--- src/rtl/icache_refill.sv ---
// icache_refill: miss refill engine (4-word line fetch, tag/data write, replay
// pulse) plus a whole-cache invalidate sweep.
module icache_refill #(
  parameter int unsigned ADDR_WIDTH = 6,
  parameter int unsigned TAG_WIDTH  = 8,
  parameter int unsigned DATA_WIDTH = 128,
  parameter int unsigned N_WAY      = 4
) (
  input  logic                  i_clk,
  input  logic                  i_rst,
  input  logic                  i_cache_miss,
  input  logic [31:0]           i_addr_miss,
  input  logic [N_WAY-1:0]      i_vic_miss,
  output logic                  o_resp_miss,
  output logic                  o_mem_req,
  output logic [31:0]           o_mem_addr,
  input  logic                  i_mem_gnt,
  input  logic                  i_mem_rvalid,
  input  logic [31:0]           i_mem_rdata,
  output logic                  o_tag_wren,
  output logic [ADDR_WIDTH-1:0] o_tag_wr_addr,
  output logic [N_WAY-1:0]      o_tag_wr_way,
  output logic [TAG_WIDTH-1:0]  o_tag_wdata,
  output logic [DATA_WIDTH-1:0] o_data_wdata,
  input  logic                  i_flush,
  output logic                  o_flush_done,
  output logic                  o_busy
);

  localparam int unsigned WORDS = DATA_WIDTH / 32;
  localparam logic [2:0] CNT_MAX = 3'd4;

  localparam logic [2:0] S_IDLE  = 3'd0;
  localparam logic [2:0] S_REQ   = 3'd1;
  localparam logic [2:0] S_WAIT  = 3'd2;
  localparam logic [2:0] S_WRITE = 3'd3;
  localparam logic [2:0] S_RESP  = 3'd4;
  localparam logic [2:0] S_FLUSH = 3'd5;

  logic [2:0]            state_q, state_d;
  logic [2:0]            issue_cnt_q, issue_cnt_d;
  logic [2:0]            rsp_cnt_q, rsp_cnt_d;
  logic                  miss_pend_q, miss_pend_d;
  logic                  flush_pend_q, flush_pend_d;
  logic [31:0]           addr_q, addr_d;
  logic [N_WAY-1:0]      vic_q, vic_d;
  logic [N_WAY-1:0]      rr_q, rr_d;
  logic [DATA_WIDTH-1:0] line_buf_q, line_buf_d;
  logic [ADDR_WIDTH-1:0] flush_idx_q, flush_idx_d;

  logic                  resp_miss_q, resp_miss_d;
  logic                  mem_req_q, mem_req_d;
  logic [31:0]           mem_addr_q, mem_addr_d;
  logic                  tag_wren_q, tag_wren_d;
  logic [ADDR_WIDTH-1:0] tag_wr_addr_q, tag_wr_addr_d;
  logic [N_WAY-1:0]      tag_wr_way_q, tag_wr_way_d;
  logic [TAG_WIDTH-1:0]  tag_wdata_q, tag_wdata_d;
  logic [DATA_WIDTH-1:0] data_wdata_q, data_wdata_d;
  logic                  flush_done_q, flush_done_d;
  logic                  busy_q, busy_d;

  // Requested victim is honoured only when exactly one way is named.
  logic                  vic_onehot_c;
  logic [N_WAY-1:0]      victim_c;
  assign vic_onehot_c = (vic_q != '0) && ((vic_q & (vic_q - N_WAY'(1))) == '0);
  assign victim_c     = vic_onehot_c ? vic_q : rr_q;

  // Next-state, pending bits, line capture and registered-output values.
  always_comb begin
    state_d       = state_q;
    issue_cnt_d   = issue_cnt_q;
    rsp_cnt_d     = rsp_cnt_q;
    miss_pend_d   = miss_pend_q;
    flush_pend_d  = flush_pend_q;
    addr_d        = addr_q;
    vic_d         = vic_q;
    rr_d          = rr_q;
    line_buf_d    = line_buf_q;
    flush_idx_d   = flush_idx_q;
    resp_miss_d   = 1'b0;
    mem_req_d     = 1'b0;
    mem_addr_d    = '0;
    tag_wren_d    = 1'b0;
    tag_wr_addr_d = '0;
    tag_wr_way_d  = '0;
    tag_wdata_d   = '0;
    data_wdata_d  = '0;
    flush_done_d  = 1'b0;
    busy_d        = 1'b0;

    if (i_cache_miss) begin
      miss_pend_d = 1'b1;
      addr_d      = i_addr_miss;
      vic_d       = i_vic_miss;
    end
    if (i_flush) begin
      flush_pend_d = 1'b1;
    end

    case (state_q)
      S_IDLE: begin
        if (miss_pend_q || i_cache_miss) begin
          state_d = S_REQ;
        end else if (flush_pend_q || i_flush) begin
          state_d = S_FLUSH;
        end
      end
      S_REQ, S_WAIT: begin
        if ((state_q == S_REQ) && i_mem_gnt && (issue_cnt_q < CNT_MAX)) begin
          issue_cnt_d = issue_cnt_q + 3'd1;
        end
        if (i_mem_rvalid && (rsp_cnt_q < CNT_MAX)) begin
          for (int unsigned w = 0; w < WORDS; w++) begin
            if (rsp_cnt_q[1:0] == 2'(w)) begin
              line_buf_d[32*w +: 32] = i_mem_rdata;
            end
          end
          rsp_cnt_d = rsp_cnt_q + 3'd1;
        end
        if (rsp_cnt_d == CNT_MAX) begin
          state_d = S_WRITE;
        end else if ((state_q == S_REQ) && (issue_cnt_d == CNT_MAX)) begin
          state_d = S_WAIT;
        end
      end
      S_WRITE: begin
        issue_cnt_d = '0;
        rsp_cnt_d   = '0;
        if (!vic_onehot_c) begin
          rr_d = {rr_q[N_WAY-2:0], rr_q[N_WAY-1]};
        end
        state_d = S_RESP;
      end
      S_RESP: begin
        if (!i_cache_miss) begin
          miss_pend_d = 1'b0;
        end
        // A flush queued behind the refill starts right after the replay pulse.
        state_d = (flush_pend_q || i_flush) ? S_FLUSH : S_IDLE;
      end
      S_FLUSH: begin
        flush_idx_d = flush_idx_q + ADDR_WIDTH'(1);
        if (flush_idx_q == '1) begin
          flush_pend_d = 1'b0;
          flush_done_d = 1'b1;
          state_d      = S_IDLE;
        end
      end
      default: begin
        state_d = S_IDLE;
      end
    endcase

    busy_d      = (state_d != S_IDLE);
    resp_miss_d = (state_d == S_RESP);
    mem_req_d   = (state_d == S_REQ);
    if (mem_req_d) begin
      mem_addr_d = {addr_d[31:2], issue_cnt_d[1:0]};
    end
    if (state_d == S_WRITE) begin
      tag_wren_d    = 1'b1;
      tag_wr_addr_d = addr_q[2 +: ADDR_WIDTH];
      tag_wr_way_d  = victim_c;
      tag_wdata_d   = {1'b1, addr_q[2+ADDR_WIDTH +: TAG_WIDTH-1]};
      data_wdata_d  = line_buf_d;
    end else if (state_d == S_FLUSH) begin
      tag_wren_d    = 1'b1;
      tag_wr_addr_d = flush_idx_d;
      tag_wr_way_d  = '1;
    end
  end

  // State, datapath and output registers with synchronous reset.
  always_ff @(posedge i_clk) begin
    if (i_rst) begin
      state_q       <= S_IDLE;
      issue_cnt_q   <= '0;
      rsp_cnt_q     <= '0;
      miss_pend_q   <= 1'b0;
      flush_pend_q  <= 1'b0;
      addr_q        <= '0;
      vic_q         <= '0;
      rr_q          <= N_WAY'(1);
      line_buf_q    <= '0;
      flush_idx_q   <= '0;
      resp_miss_q   <= 1'b0;
      mem_req_q     <= 1'b0;
      mem_addr_q    <= '0;
      tag_wren_q    <= 1'b0;
      tag_wr_addr_q <= '0;
      tag_wr_way_q  <= '0;
      tag_wdata_q   <= '0;
      data_wdata_q  <= '0;
      flush_done_q  <= 1'b0;
      busy_q        <= 1'b0;
    end else begin
      state_q       <= state_d;
      issue_cnt_q   <= issue_cnt_d;
      rsp_cnt_q     <= rsp_cnt_d;
      miss_pend_q   <= miss_pend_d;
      flush_pend_q  <= flush_pend_d;
      addr_q        <= addr_d;
      vic_q         <= vic_d;
      rr_q          <= rr_d;
      line_buf_q    <= line_buf_d;
      flush_idx_q   <= flush_idx_d;
      resp_miss_q   <= resp_miss_d;
      mem_req_q     <= mem_req_d;
      mem_addr_q    <= mem_addr_d;
      tag_wren_q    <= tag_wren_d;
      tag_wr_addr_q <= tag_wr_addr_d;
      tag_wr_way_q  <= tag_wr_way_d;
      tag_wdata_q   <= tag_wdata_d;
      data_wdata_q  <= data_wdata_d;
      flush_done_q  <= flush_done_d;
      busy_q        <= busy_d;
    end
  end

  assign o_resp_miss   = resp_miss_q;
  assign o_mem_req     = mem_req_q;
  assign o_mem_addr    = mem_addr_q;
  assign o_tag_wren    = tag_wren_q;
  assign o_tag_wr_addr = tag_wr_addr_q;
  assign o_tag_wr_way  = tag_wr_way_q;
  assign o_tag_wdata   = tag_wdata_q;
  assign o_data_wdata  = data_wdata_q;
  assign o_flush_done  = flush_done_q;
  assign o_busy        = busy_q;

endmodule

--- config.mk ---
export PLATFORM = sky130hd
export DESIGN_NAME = icache_refill
export DESIGN_NICKNAME = d
export VERILOG_FILES = /design/src/rtl/icache_refill.sv
export SDC_FILE = /design/constraint.sdc
export NUM_CORES = 1
export LEC_CHECK = 0
export ABC_AREA = 1
export ABC_CLOCK_PERIOD_IN_PS = 5100
export CORE_MARGIN = 3
export CORE_UTILIZATION = 45
export CTS_BUF_LIST = sky130_fd_sc_hd__clkbuf_4
export DETAILED_ROUTE_END_ITERATION = 12
export PLACE_DENSITY = 0.84
export REMOVE_ABC_BUFFERS = 1
export SLEW_MARGIN = 20
export SYNTH_ARGS = -nofsm -noshare
export SYNTH_HDL_FRONTEND = slang
export SYNTH_SLANG_ARGS = --single-unit
--- constraint.sdc ---
create_clock -name i_clk -period 5.1 [get_ports i_clk]
set_clock_uncertainty 0.2 [all_clocks]
set_input_delay 1.275 -clock i_clk [delete_from_list [all_inputs] [get_ports i_clk]]
set_output_delay 1.275 -clock i_clk [all_outputs]
set_load 0.02 [all_outputs]
==> metrics.cfg, run 1 <==
[clock_tree]
cts_hold_buf = 0
numClockSinks = 366
htreeDepth = 3
cts-resized-gates = 0
postCtsSetupBuffers = 0
cts_root_buf = clkbuf_4
numCtsBuffers = 90
worstSkewPairLatency_ps = 670
cts_buffer_depth = 3
cts_tree = done
clk_pin_slew_worst_paths_ps = 60

[worst_setup_path]
cp_max_fo = 48
cp-start-kind = input port
reg2regPathDepth = 10
cp-end-kind = register
rrSetupSlack_ps = 2150
worstPathRequired_ps = 5460
r2r_start = rsp_cnt_q[0]$_SDFFE_PP0N_
cp_data_arrival_time_ps = 3880
r2r_end = o_data_wdata[9]$_SDFF_PP0_
critPathKind = input port to register

[synthesis]
syn_avg_cell_area_um2 = 9.498
synth_cells = 1215
ys.flop_type = dfxtp_1
synth_top_cell_area_share = 0.6349
yosysTopAreaCell = dfxtp_1
ys_seq_area_frac = 0.6349
yosysMostFrequentCell = dfxtp_1
synth-async-reset-ratio = 0
ys_seq_elements = 366
synthTopCellsByCount = dfxtp_1, nor2_1, o21ai_0
ys_warn_count = 0
synth_edf_count = 0
synth_area_um2 = 11540
synth_cell_type_count = 28
synth.area.top_cells = dfxtp_1, nor2_1, mux2i_1

[timing]
finalWorstSetupSlack_ps = 1572
tightest_slew_ps = 1063
finalHoldViolCount = 0
slew_headroom = 0.2903
rsz0062_at_grt = false
setup-violations-final = 0
max_freq_ghz = 0.2835
setup_tns_ps = 0
fin_crit_sh = 0.6917
min_period_ps = 3528
maxSlewViolCount = 0

[power_and_ir_drop]
p_int_mw = 4.349
power.density_nw_per_um2 = 372.7
peakVddDrop_mv = 0.2331
pwr-share-seq = 0.518
p_leak_nw = 6.314
share_comb_of_total_power = 0.081
p_sw_frac = 0.2389
p_clk_frac = 0.400
p_switching_mw = 1.365

[layout]
fillers = 1961
syn_to_final_growth_pct = 32.84
n_antenna_cell = 0
finish.utilization = 0.6194
stdcell_count = 1886
fin_area_um2 = 15330
multiInputGateArea_um2 = 3681
seqCellArea_um2 = 7327
final_layout_size_suffix_gt1_frac = 0.1069
finish.net_count = 1591

[routing]
drc_errors = 0
antenna_left = 0
drt_wl_total_um = 29300
drt_iter0_drc = 634
wire_per_inst_um = 15.54
firstDrtPassIters = 5
via_count = 9331
post_drt_via_cell_ratio = 4.948

[die]
rows = 57
die-area_um2 = 27600
die_h_um = 166.1
start_util = 0.4663
core_area_um2 = 24750
io_pins = 257
die_w_um = 166.1

[placed_design]
port_buffers = 254
dp_slack_ps = 871.5
postPlaceCellArea_um2 = 14250
place_congestion = 0.7807
hpwl_um = 18930
place_inst = 1743

[min_path]
hold_end = o_tag_wdata[5]$_SDFF_PP0_
min_path_cells = 2
hp-start = addr_q[13]$_SDFF_PP0_
hold_path_class = register to register

[global_routing]
antenna_found_initial = 1
grt-ovfl-total = 0
first_global_vias = 9747
grt_pass1_wl_um = 47480
track_usage = 0.2096
grt_start_max_net_pins = 74

[run_status]
outcome = completed

[job]
drv_cap = 0

## through the flow
stage | power [mW] | hold slack [ps]
3_5_place_dp | 3.487 | 227.0
5_1_grt | 5.990 | 255.1
3_3_place_gp | 3.472 | 223.1
2_1_floorplan | 3.276 | 216.0
6_report | 5.714 | 237.1
4_1_cts | 5.790 | 238.2
## cell type report
class | instances | share of cell area
sequential | 366 | 0.4780
multi-input combinational | 733 | 0.2401
timing repair buffer | 267 | 0.1721
clock buffer | 133 | 0.06513
tap | 324 | 0.02644
inverter | 53 | 0.01298
clock inverter | 10 | 0.005305
## metal layers
layer | routed length [µm] | part of all wire | GRT usage | up-vias
li1 | - | - | - | 4558
met1 | 11710 | 0.40 | 0.2382 | 4302
met2 | 13970 | 0.48 | 0.3557 | 406
met3 | 2894 | 0.099 | 0.07879 | 63
met4 | 716 | 0.024 | 0.08716 | 2
met5 | 9 | 0.00031 | 0 | -
## power by group through the flow
stage	clock (mW)	sequential [mW]	combinational, mW
2_1_floorplan	0	3.06	0.221
3_3_place_gp	0	3.02	0.451
3_5_place_dp	0	3.02	0.462
4_1_cts	2.36	2.96	0.465
5_1_grt	2.51	2.97	0.514
6_report	2.29	2.96	0.464
## registers in the layout, summed over array words and instances, names as in the netlist
| register | count |
|---|---|
| rr_q | 4 |
| o_mem_req | 1 |
| flush_idx_q | 6 |
| issue_cnt_q | 3 |
| o_flush_done | 1 |
| o_resp_miss | 1 |
| o_mem_addr | 32 |
| line_buf_q | 128 |
| o_tag_wren | 1 |
| miss_pend_q | 1 |
| o_busy | 1 |
| vic_q | 4 |
| o_tag_wdata | 8 |
| o_tag_wr_way | 4 |
| state_q | 3 |
| o_tag_wr_addr | 6 |
| flush_pend_q | 1 |
| o_data_wdata | 128 |
| addr_q | 30 |
| rsp_cnt_q | 3 |
## cells in the final DEF, fill, tap and decap left out, types with 3 or more instances in the layout
master,synthesis,final
inv_1,45,44
a21oi_1,17,17
xor2_1,5,5
o211ai_1,3,3
nor2_1,362,362
o22ai_1,4,4
buf_4,8,14
clkinv_1,2,7
clkdlybuf4s50_1,0,253
nor3_1,76,76
ha_1,6,6
mux2i_1,78,78
o21ai_0,89,89
dfxtp_1,366,366
nand2_1,61,60
nand3_1,10,10
clkbuf_4,0,133
nand4_1,14,14
inv_2,6,7
## worst max-delay path by stage
stage,startpoint,to,slack [ps]
after detailed placement,i_mem_rvalid,o_tag_wdata[4]$_SDFF_PP0_,870
after global routing,i_mem_rvalid,o_data_wdata[9]$_SDFF_PP0_,1420
after floorplan,i_mem_gnt,o_data_wdata[100]$_SDFF_PP0_,1310
after global placement,i_mem_rvalid,o_data_wdata[5]$_SDFF_PP0_,980
after CTS,i_mem_rvalid,o_data_wdata[9]$_SDFF_PP0_,1620
final,i_mem_rvalid,o_data_wdata[9]$_SDFF_PP0_,1570
## logic make-up (layout without fill, tap and decap cells)
logic type,Yosys count,after routing,share of synthesized area
buffers and inverters,116,463,0.04630
xor gates and xnor gates,5,5,0.003795
muxes,78,78,0.06766
AOI/OAI and AO/OA,115,115,0.05150
adders and majority gates,6,6,0.006505
and+or+nand+nor,529,529,0.1893
DFF,366,366,0.6349
## worst max-delay path: stages
cell             delay [ps]
clkdlybuf4s50_1         610
nand2_1                 120
xor2_1                  170
nor2_1                  130
a21oi_1                  90
a21oi_2                 570
nand3_4                 310
buf_4                   400
nor2_1                  160
(Power assumes the default switching activity.)
==> run 2, diff against run 1 <==
Settings changed: ABC_CLOCK_PERIOD_IN_PS 5100 to 3000, PLACE_DENSITY 0.84 to 0.86.
Clock period 5.1 ns to 3 ns, I/O delays scaled along.
==> run 2 against run 1 <==
Global-route usage decreased by 0.15 points. Power rose by 68%. Critical endpoint is now o_data_wdata[49]. Combinational power is 76% higher. Via count grew 0.43%. Die area stayed put. Clock-buffer cell count is 13 lower.
==> metrics.cfg, run 2 (synthesized netlist as in run 1, its figures left out) <==
[run_status]
outcome = completed  ; unchanged

[global_routing]
use_met2 = 0.3642  ; was 0.3557
grt_pass1_wl_um = 47310  ; was 47480 µm
top_usage_layer = met2  ; unchanged
first_global_vias = 9694  ; was 9747
grt-ovfl-total = 0  ; unchanged
antenna_found_initial = 1  ; unchanged
track_usage = 0.2080  ; was 0.2096
grt_start_max_net_pins = 46  ; was 74
use_met3 = 0.09188  ; was 0.07879
met1_usage = 0.2226  ; was 0.2382

[clock_tree]
cts_hold_buf = 0  ; unchanged
postCtsSetupBuffers = 0  ; unchanged
htreeDepth = 3  ; unchanged
worstSkewPairLatency_ps = 670  ; about the same
cts-resized-gates = 0  ; unchanged
numCtsBuffers = 89  ; was 90
cts_root_buf = clkbuf_4  ; unchanged
cts_tree = done  ; unchanged
cts_buffer_depth = 3  ; unchanged
clk_pin_slew_worst_paths_ps = 70  ; was 60 ps
numClockSinks = 366  ; unchanged

[job]
drv_cap = 0  ; unchanged

[timing]
tightest_slew_ps = 549.8  ; was 1063 ps
setup-violations-final = 0  ; unchanged
setup_tns_ps = 0  ; unchanged
max_freq_ghz = 0.3857
min_period_ps = 2593
rsz0062_at_grt = false  ; unchanged
finalHoldViolCount = 0  ; unchanged
slew_headroom = 0.6296  ; was 0.2903
maxSlewViolCount = 0  ; unchanged
fin_crit_sh = 0.8642

[power_and_ir_drop]
p_leak_nw = 6.369  ; was 6.314 nW
peakVddDrop_mv = 0.5108  ; was 0.2331 mV
power.density_nw_per_um2 = 622.5  ; was 372.7 nW/µm²

[die]
die-area_um2 = 27600  ; unchanged
io_pins = 257  ; unchanged
die_h_um = 166.1  ; unchanged
die_w_um = 166.1  ; unchanged
rows = 57  ; unchanged
start_util = 0.4663  ; unchanged
core_area_um2 = 24750  ; unchanged

[routing]
via_count = 9371  ; was 9331
wire_per_inst_um = 15.64  ; was 15.54 µm
drt_iter0_drc = 481  ; was 634
firstDrtPassIters = 5  ; unchanged
drt_wl_total_um = 29500  ; was 29300 µm
antenna_left = 0  ; unchanged
post_drt_via_cell_ratio = 4.969  ; was 4.948
drc_errors = 0  ; unchanged

[worst_setup_path]
cp_data_arrival_time_ps = 1640  ; was 3880 ps
reg2regPathDepth = 10  ; unchanged
r2r_start = flush_idx_q[0]$_SDFF_PP0_  ; was rsp_cnt_q[0]$_SDFFE_PP0N_
slowest_delay_ps = 670  ; was 610 ps
crit_start = o_data_wdata[49]$_SDFF_PP0_  ; was i_mem_rvalid
critPathKind = register to output pin  ; was input port to register
cp-end-kind = output pin  ; was register
worstPathRequired_ps = 2050  ; was 5460 ps
critical_path_buf_inv_count = 1  ; was 2
cp_top_family = buffers and inverters  ; unchanged
crit_slowest_cell = clkdlybuf4s50_1  ; unchanged
cp_max_fo = 1  ; was 48
cp.depth = 1  ; was 9
crit_chain = clkdlybuf4s50_1  ; was clkdlybuf4s50_1 -> nand2_1 -> xor2_1 -> nor2_1 -> a21oi_1 -> a21oi_2 -> nand3_4 -> buf_4 -> nor2_1
cp-start-kind = register  ; was input port

[min_path]
hp-start = addr_q[13]$_SDFF_PP0_  ; unchanged
min_path_cells = 2  ; unchanged
hold_path_class = register to register  ; unchanged

[placed_design]
hpwl_um = 19430  ; was 18930 µm
postPlaceCellArea_um2 = 14440  ; was 14250 µm²
port_buffers = 254  ; unchanged
place_congestion = 0.8680  ; was 0.7807

[layout]
final_common_cell = dfxtp_1  ; unchanged
fin_area_um2 = 15450  ; was 15330 µm²
syn_to_final_growth_pct = 33.89  ; was 32.84%
n_antenna_cell = 0  ; unchanged
final_cell_mix = dfxtp_1, nor2_1, clkdlybuf4s50_1, clkbuf_4, o21ai_0  ; unchanged
final_layout_size_suffix_gt1_frac = 0.1056  ; was 0.1069
finish.utilization = 0.6243  ; was 0.6194
finish.net_count = 1600  ; was 1591

run 2: final timing paths:
path,to,slack [ps]
worst max-delay path,o_data_wdata[49],410
worst min-delay path,o_tag_wdata[5]$_SDFF_PP0_,230
worst max register to register,o_mem_addr[15]$_SDFF_PP0_,590
worst min register to register,o_tag_wdata[5]$_SDFF_PP0_,230
run 2: where the power goes:
group | internal, mW | switching, mW
Sequential | 4.99 | 0.0460
Combinational | 0.329 | 0.488
Clock | 1.99 | 1.77
Total | 7.31 | 2.31
run 2: per-layer routing:
| metal | up-vias | share of wire |
|---|---|---|
| met5 | - | 0.00044 |
| met4 | 2 | 0.025 |
| met3 | 71 | 0.11 |
| met2 | 392 | 0.48 |
| met1 | 4342 | 0.39 |
| li1 | 4564 | - |
run 2: cell type report:
cell class	count	area, µm²
clock buffer	120	900.9
clock inverter	13	112.6
inverter	53	198.9
fill	1929	9296
multi-input combinational	733	3681
tap	324	405.4
sequential	366	7327
timing repair buffer	277	2825
run 2: metrics by stage:
stage / setup WS [ps] / total power, mW / std cells / hold WS, ps
2_1_floorplan: -261.7 / 5.569 / 1152 / 216.0
3_3_place_gp: 10.20 / 5.922 / 1753 / 224.8
3_5_place_dp: -7.586 / 5.952 / 1753 / 227.5
4_1_cts: 340.3 / 9.742 / 1886 / 202.9
5_1_grt: 299.8 / 10.07 / 1886 / 212.9
6_report: 407.4 / 9.619 / 1886 / 234.6
